--- src/rtl/rtdf_sample_conditioner_if.sv ---
`default_nettype none
// ============================================================================
//  Module      : rtdf_sample_conditioner_if
//  Description : Sample stream and status bundle of the RTDF sample
//                conditioner. "master" drives samples and observes the
//                conditioned stream; "slave" is the conditioner side.
//  Revision    : 1.0  initial release
// ============================================================================
interface rtdf_sample_conditioner_if #(
    parameter int CNT_WIDTH = 16
);
    logic                 sample_valid;
    logic [2:0]           sample_data;
    logic                 out_valid;
    logic [2:0]           out_data;
    logic                 locked;
    logic                 starved;
    logic [CNT_WIDTH-1:0] dropout_count;
    logic [CNT_WIDTH-1:0] starve_count;
    logic [CNT_WIDTH-1:0] fill_count;

    modport master (
        output sample_valid,
        output sample_data,
        input  out_valid,
        input  out_data,
        input  locked,
        input  starved,
        input  dropout_count,
        input  starve_count,
        input  fill_count
    );

    modport slave (
        input  sample_valid,
        input  sample_data,
        output out_valid,
        output out_data,
        output locked,
        output starved,
        output dropout_count,
        output starve_count,
        output fill_count
    );
endinterface
`default_nettype wire

--- src/rtl/rtdf_sample_conditioner.sv ---
`default_nettype none
// ============================================================================
//  Module      : rtdf_sample_conditioner
//  Description : Conditions the real-time Ethernet data feed sample stream:
//                declares lock after a sustained run of valid samples,
//                bridges short dropouts (holdover), declares starvation on
//                long dropouts and keeps saturating statistics.
//                Optional feature macro RTDF_GAP_FILL_EN: when defined, each
//                holdover cycle emits an alternating-sign zero-magnitude
//                substitute sample and fill_count counts them; when
//                undefined, holdover cycles emit nothing and fill_count = 0.
//  Revision    : 1.0  initial release
// ============================================================================
module rtdf_sample_conditioner #(
    parameter int STARTUP_RUN  = 16,
    parameter int STARVE_LIMIT = 8,
    parameter int CNT_WIDTH    = 16
) (
    input  wire logic                  clk_sample,
    input  wire logic                  reset,
    rtdf_sample_conditioner_if.slave   bus
);

    localparam logic [1:0] c_ST_ACQUIRE  = 2'd0;
    localparam logic [1:0] c_ST_LOCKED   = 2'd1;
    localparam logic [1:0] c_ST_HOLDOVER = 2'd2;
    localparam logic [1:0] c_ST_STARVED  = 2'd3;

    // 9-bit so that run+1 can be compared without overflow at run=255
    localparam logic [8:0] c_RUN_TARGET  = 9'(STARTUP_RUN);
    localparam logic [7:0] c_GAP_LIMIT   = 8'(STARVE_LIMIT);
    localparam logic [CNT_WIDTH-1:0] c_CNT_ONE = {{(CNT_WIDTH-1){1'b0}}, 1'b1};

    // Saturating increment: all-ones is sticky
    function automatic logic [CNT_WIDTH-1:0] sat_inc(input logic [CNT_WIDTH-1:0] v);
        return (&v) ? v : (v + c_CNT_ONE);
    endfunction

    logic [1:0]           state_q, state_d;
    logic [7:0]           run_q, run_d;
    logic [7:0]           gap_q, gap_d;
    logic [CNT_WIDTH-1:0] dropout_q, dropout_d;
    logic [CNT_WIDTH-1:0] starve_q, starve_d;
    logic                 out_valid_q, out_valid_d;
    logic [2:0]           out_data_q, out_data_d;
    logic                 locked_q, locked_d;
    logic                 starved_q, starved_d;

    logic                 w_pass;   // sample passes straight through this cycle
    logic                 w_hold;   // this cycle is a holdover cycle
    logic [8:0]           w_run_inc;

    assign w_run_inc = {1'b0, run_q} + 9'd1;

    // Lock / holdover / starvation state machine and event counters
    always_comb begin
        state_d   = state_q;
        run_d     = run_q;
        gap_d     = gap_q;
        dropout_d = dropout_q;
        starve_d  = starve_q;
        w_pass    = 1'b0;
        w_hold    = 1'b0;
        case (state_q)
            c_ST_ACQUIRE: begin
                if (bus.sample_valid) begin
                    // ">=" so a run of 1 left by STARVED still locks on the
                    // next valid sample when STARTUP_RUN is 1
                    if (w_run_inc >= c_RUN_TARGET) begin
                        state_d = c_ST_LOCKED;
                        run_d   = 8'd0;
                    end else begin
                        run_d   = w_run_inc[7:0];
                    end
                end else begin
                    run_d = 8'd0;
                end
            end
            c_ST_LOCKED: begin
                if (bus.sample_valid) begin
                    w_pass = 1'b1;
                end else begin
                    gap_d     = 8'd1;
                    dropout_d = sat_inc(dropout_q);
                    state_d   = c_ST_HOLDOVER;
                    w_hold    = 1'b1;
                end
            end
            c_ST_HOLDOVER: begin
                if (bus.sample_valid) begin
                    gap_d   = 8'd0;
                    w_pass  = 1'b1;
                    state_d = c_ST_LOCKED;
                end else if ((gap_q + 8'd1) == c_GAP_LIMIT) begin
                    gap_d    = 8'd0;
                    state_d  = c_ST_STARVED;
                    starve_d = sat_inc(starve_q);
                end else begin
                    gap_d  = gap_q + 8'd1;
                    w_hold = 1'b1;
                end
            end
            c_ST_STARVED: begin
                // The sample that ends starvation only restarts acquisition
                if (bus.sample_valid) begin
                    state_d = c_ST_ACQUIRE;
                    run_d   = 8'd1;
                end
            end
            default: begin
                state_d = c_ST_ACQUIRE;
                run_d   = 8'd0;
                gap_d   = 8'd0;
            end
        endcase
    end

`ifdef RTDF_GAP_FILL_EN
    logic                 fill_sign_q, fill_sign_d;
    logic [CNT_WIDTH-1:0] fill_cnt_q, fill_cnt_d;

    // Substitute samples alternate sign so the fill carries zero mean
    always_comb begin
        fill_sign_d = fill_sign_q;
        fill_cnt_d  = fill_cnt_q;
        out_valid_d = w_pass | w_hold;
        out_data_d  = 3'b000;
        if (w_pass) begin
            out_data_d = bus.sample_data;
        end else if (w_hold) begin
            out_data_d  = {fill_sign_q, 2'b00};
            fill_sign_d = ~fill_sign_q;
            fill_cnt_d  = sat_inc(fill_cnt_q);
        end
    end

    // Fill bookkeeping registers
    always_ff @(posedge clk_sample) begin
        if (reset) begin
            fill_sign_q <= 1'b0;
            fill_cnt_q  <= '0;
        end else begin
            fill_sign_q <= fill_sign_d;
            fill_cnt_q  <= fill_cnt_d;
        end
    end

    assign bus.fill_count = fill_cnt_q;
`else
    // Holdover cycles stay silent; w_pass and w_hold never coincide
    always_comb begin
        out_valid_d = w_pass & ~w_hold;
        out_data_d  = w_pass ? bus.sample_data : 3'b000;
    end

    assign bus.fill_count = '0;
`endif

    assign locked_d  = (state_d == c_ST_LOCKED) || (state_d == c_ST_HOLDOVER);
    assign starved_d = (state_d == c_ST_STARVED);

    // State, counters and registered outputs; reset overrides everything
    always_ff @(posedge clk_sample) begin
        if (reset) begin
            state_q     <= c_ST_ACQUIRE;
            run_q       <= 8'd0;
            gap_q       <= 8'd0;
            dropout_q   <= '0;
            starve_q    <= '0;
            out_valid_q <= 1'b0;
            out_data_q  <= 3'b000;
            locked_q    <= 1'b0;
            starved_q   <= 1'b0;
        end else begin
            state_q     <= state_d;
            run_q       <= run_d;
            gap_q       <= gap_d;
            dropout_q   <= dropout_d;
            starve_q    <= starve_d;
            out_valid_q <= out_valid_d;
            out_data_q  <= out_data_d;
            locked_q    <= locked_d;
            starved_q   <= starved_d;
        end
    end

    assign bus.out_valid     = out_valid_q;
    assign bus.out_data      = out_data_q;
    assign bus.locked        = locked_q;
    assign bus.starved       = starved_q;
    assign bus.dropout_count = dropout_q;
    assign bus.starve_count  = starve_q;

endmodule
`default_nettype wire

--- src/flat_wrapper.sv ---
// flat-port wrapper written by rule: the top's interface ports become plain ports
module rtdf_sample_conditioner_flat 
#(
    parameter int STARTUP_RUN  = 16,
    parameter int STARVE_LIMIT = 8,
    parameter int CNT_WIDTH    = 16
)
  (clk_sample, reset, bus_sample_valid, bus_sample_data, bus_out_valid, bus_out_data, bus_locked, bus_starved, bus_dropout_count, bus_starve_count, bus_fill_count);
  rtdf_sample_conditioner_if #(.CNT_WIDTH(CNT_WIDTH)) bus_i ();
  input  wire logic clk_sample;
  input  wire logic reset;
  input wire logic [$bits(bus_i.sample_valid)-1:0] bus_sample_valid;
  input wire logic [$bits(bus_i.sample_data)-1:0] bus_sample_data;
  output wire logic [$bits(bus_i.out_valid)-1:0] bus_out_valid;
  output wire logic [$bits(bus_i.out_data)-1:0] bus_out_data;
  output wire logic [$bits(bus_i.locked)-1:0] bus_locked;
  output wire logic [$bits(bus_i.starved)-1:0] bus_starved;
  output wire logic [$bits(bus_i.dropout_count)-1:0] bus_dropout_count;
  output wire logic [$bits(bus_i.starve_count)-1:0] bus_starve_count;
  output wire logic [$bits(bus_i.fill_count)-1:0] bus_fill_count;
  assign bus_i.sample_valid = bus_sample_valid;
  assign bus_i.sample_data = bus_sample_data;
  assign bus_out_valid = bus_i.out_valid;
  assign bus_out_data = bus_i.out_data;
  assign bus_locked = bus_i.locked;
  assign bus_starved = bus_i.starved;
  assign bus_dropout_count = bus_i.dropout_count;
  assign bus_starve_count = bus_i.starve_count;
  assign bus_fill_count = bus_i.fill_count;
  rtdf_sample_conditioner #(.STARTUP_RUN(STARTUP_RUN), .STARVE_LIMIT(STARVE_LIMIT), .CNT_WIDTH(CNT_WIDTH)) u_core (.clk_sample(clk_sample), .reset(reset), .bus(bus_i));
endmodule
--- config.mk ---
export PLATFORM = sky130hd
export DESIGN_NAME = rtdf_sample_conditioner_flat
export DESIGN_NICKNAME = d
export VERILOG_FILES = /design/src/rtl/rtdf_sample_conditioner_if.sv /design/src/rtl/rtdf_sample_conditioner.sv /design/src/flat_wrapper.sv
export SDC_FILE = /design/constraint.sdc
export NUM_CORES = 1
export LEC_CHECK = 0
export CAP_MARGIN = 5
export CORE_AREA = 5 5 94 96
export CTS_CLUSTER_SIZE = 12
export DETAILED_ROUTE_END_ITERATION = 8
export DIE_AREA = 0 0 99 101
export PLACE_DENSITY_LB_ADDON = 0.08
export RECOVER_POWER = 25
export SETUP_SLACK_MARGIN = 0.2
export SLEW_MARGIN = 20
export SYNTH_ARGS = -nofsm -noshare
export SYNTH_HDL_FRONTEND = slang
export SYNTH_SLANG_ARGS = --single-unit
--- constraint.sdc ---
create_clock -name clk_sample -period 2.9 [get_ports clk_sample]
set_clock_uncertainty 0.2 [all_clocks]
set_input_delay 0.58 -clock clk_sample [delete_from_list [all_inputs] [get_ports clk_sample]]
set_output_delay 0.58 -clock clk_sample [all_outputs]
set_load 0.02 [all_outputs]
==> reports/qor.csv <==
stage,metric,value,unit
critical_path,Crit Path Category,reg -> reg,
sta,Final Hold Viols,0,
critical_path,WP data required,2900,ps
die,# IOs,60,
die,initial core utilization,38.8,%
sta,unrepaired setup endpoints after global routing,false,
sta,Worst-Margin Slew,852,ps
yosys,Ys Warns,0,
worst_hold_path,Hold Path End,u_core.run_q[5],
critical_path,startpoint types,flip-flop,
placement,Port Buf Inserts,43,
grt,vias in the first global route,2341,
clocking,root buf cell,clkbuf_8,
finish,Layout Nets,416,
critical_path,R2R Path Start,u_core.gap_q[1],
drt,routed wire length,6820,microns
yosys,Post-Syn Area,3090,sq um
critical_path,cell depth of the worst flop-to-flop path,5,
placement,RD Place Congestion,0.763,
critical_path,crit path DAT,2520,ps
die,die area,10000,sq um
die,Core Area,7970,sq um
power_and_ir_drop,leakage,1.34,nW
worst_hold_path,worst hold stages,1,
clocking,CTS Hold Bufs,0,
grt,first-pass GRT wire length,11200,microns
drt,Residual DRC,0,
clocking,worst skew pair latency,310,ps
die,num rows,33,
yosys,sequential share of the synthesized area,36.3,%
critical_path,Crit. End Element,flip-flop,
finish,multi-input logic area,1770,sq um
critical_path,Crit Reg-Reg Endpoint,u_core.bus.starve_count[14],
die,Die W,99,microns
clocking,"Clk pin slew, worst setup/hold paths",100,ps
drt,Via density,5.16,
clocking,number of CTS-inserted buffers,5,
critical_path,Worst path slowest cell,a211oi_1,
worst_hold_path,Hold Path Origin,u_core.run_q[5],
yosys,synthesis-stage register bit count,56,
sta,Slew headroom,43.2,%
placement,dpl hpwl,4870,microns
clocking,H-tree Lvls,2,
critical_path,crit-path max FO,19,
power_and_ir_drop,VDD IR-drop max,0.222,mV
yosys,"Distinct cells, synth",60,
critical_path,Bufs and invs on worst path,0,
critical_path,crit-path max cell delay,510,ps
clocking,"Setup Fix Bufs, Post-CTS",0,
yosys,"FFs w/ async S/R, synth",0,%
sta,FMAX,396,MHz
drt,drt pass-1 iters,4,
sta,Worst Hold Slack,307,ps
finish,most common library cell in the layout ignoring fill and taps,dfxtp_1,
sta,setup TNS,0,ps
clocking,clk sinks,56,
sta,Period minus WS final,2520,ps
run,MaxCap Viol Count,0,
clocking,CTS-repair resized insts,0,
finish,most frequent cells in the layout,"56 x dfxtp_1, 34 x clkdlybuf4s50_1, 30 x nor2_1",
finish,register area,1120,sq um
sta,period utilization,87.0,%
clocking,clock buffer depth,2,
yosys,Post-Syn Instances,357,
finish,FILL cells,807,
yosys,Synth Flop Type,dfxtp_1,
grt,largest net degree at the start of global routing,31,
finish,Synth-to-Final Area Change,19.8,%
run_status,outcome,completed,
grt,total track usage,13.4,%
yosys,Post-synth EDFFs,0,
sta,"Slew Viols, Final",0,
yosys,synthesized area per cell,8.66,sq um
clocking,CTS tree,done,
critical_path,CP Depth,5,
die,Die H,101,microns
grt,initial antenna violation count,0,
critical_path,CP Cell Sequence,and3_1 -> a211oi_1 -> o221ai_4 -> nor4b_1 -> mux2_1,
critical_path,r2r setup slk,380,ps
worst_hold_path,Hold WC Path Type,reg -> reg,
power_and_ir_drop,PD cells,379,nW/um^2
critical_path,Crit path max-delay family,compound AO/OA/AOI/OAI gates,
drt,Via Count,2611,
drt,drt initial violations,74,
sta,Finish-stage setup viols,0,
drt,Routed Antenna Nets,0,
drt,Routed WL per cell,13.5,microns
finish,share of layout cells above drive strength 1,7.48,%
grt,total gr overflow,0,
finish,n_diodes,0,
## flip-flops by register name (all words and copies together) (netlist names)
| name | cells |
|---|---|
| u_core.bus.starve_count | 16 |
| u_core.run_q | 8 |
| u_core.gap_q | 8 |
| u_core.bus.locked | 1 |
| u_core.bus.dropout_count | 16 |
| u_core.bus.out_data | 3 |
| u_core.bus.starved | 1 |
| u_core.bus.out_valid | 1 |
| u_core.state_q | 2 |
## worst max-delay path by stage
stage	end	slack, ps	startpoint
floorplan	u_core.bus.locked	490	u_core.state_q[0]
global placement	u_core.bus.starve_count[14]	210	bus_sample_valid
detailed placement	u_core.bus.starve_count[14]	160	bus_sample_valid
CTS	u_core.bus.starve_count[14]	330	u_core.state_q[0]
global route	u_core.bus.starve_count[7]	180	u_core.state_q[0]
finish	u_core.bus.starve_count[14]	380	u_core.gap_q[1]
## where the power goes
part | switching [W] | internal [W]
clock | 0.000257 | 0.000305
combinational | 0.0000442 | 0.0000175
sequential | 0.00000635 | 0.000774
total | 0.000307 | 0.00110
## logic make-up after synthesis
logic type	synth area share [%]
compound gates	16.1
xor+xnor	4.53
fa+ha+maj	4.05
buf+inv	8.09
flops	36.3
mux	3.16
other cells	0.121
simple gates	27.7
## area by class of cell
class | instances | share of cell area (%)
Sequential cell | 56 | 30.3
Clock inverter | 1 | 0.811
Multi-Input combinational cell | 273 | 47.9
Clock buffer | 7 | 2.60
Tap cell | 105 | 3.55
Inverter | 9 | 0.912
Timing Repair Buffer | 55 | 14.0
## per-stage QoR
| step | cell area, sq um | total power [W] | setup slack [ps] | std cells | util [%] |
|---|---|---|---|---|---|
| global route | 3700 | 0.00147 | 183 | 506 | 46.5 |
| detailed placement | 3590 | 0.000860 | 159 | 498 | 45.1 |
| floorplan | 3150 | 0.000857 | 492 | 372 | - |
| CTS | 3720 | 0.00143 | 328 | 506 | 46.6 |
| finish | 3700 | 0.00140 | 377 | 506 | 46.5 |
| global placement | 3590 | 0.000860 | 213 | 498 | 45.1 |
## cells in the mapped netlist (2+ instances only)
cell       n  share of area (%)
a21oi_1   25                4.0
a221oi_1   2               0.57
a22oi_1    2               0.49
a31oi_1    4               0.81
and2_1     7                1.4
and3_1    11                2.2
and4_1     3               0.85
buf_2      2               0.32
buf_4     17                4.1
buf_6      3                1.1
clkbuf_1  11                1.3
dfxtp_1   56                 36
ha_1      10                4.0
inv_1      9                1.1
mux2_1     6                2.2
mux2i_1    3               0.97
nand2_1   21                2.5
nand2b_1   2               0.40
nand3_1   13                2.1
nand3b_1   4               0.97
nand4_1    7                1.4
nand4b_1   2               0.57
nor2_1    30                3.6
nor2b_1   11                2.2
nor3_1     8                1.3
nor3b_1    4               0.97
nor4_1     7                1.4
nor4_2     2               0.81
nor4b_1    3               0.85
o211a_1    2               0.65
o21ai_0   10                1.6
o311ai_1   2               0.57
o31ai_1    4               0.97
o41ai_1    5                1.4
or2_2      2               0.40
or3_1      4               0.81
or4_1      5                1.2
xnor2_1   16                4.5
## layer usage
layer	vias to the layer above	track usage, %	part of all wire (%)
met5	-	0	0
met4	0	3.15	0.53
met3	2	2.91	3.8
met2	44	22.2	46
met1	1220	18.0	49
li1	1345	-	-
Note: power is estimated with default switching activity, not from simulation.
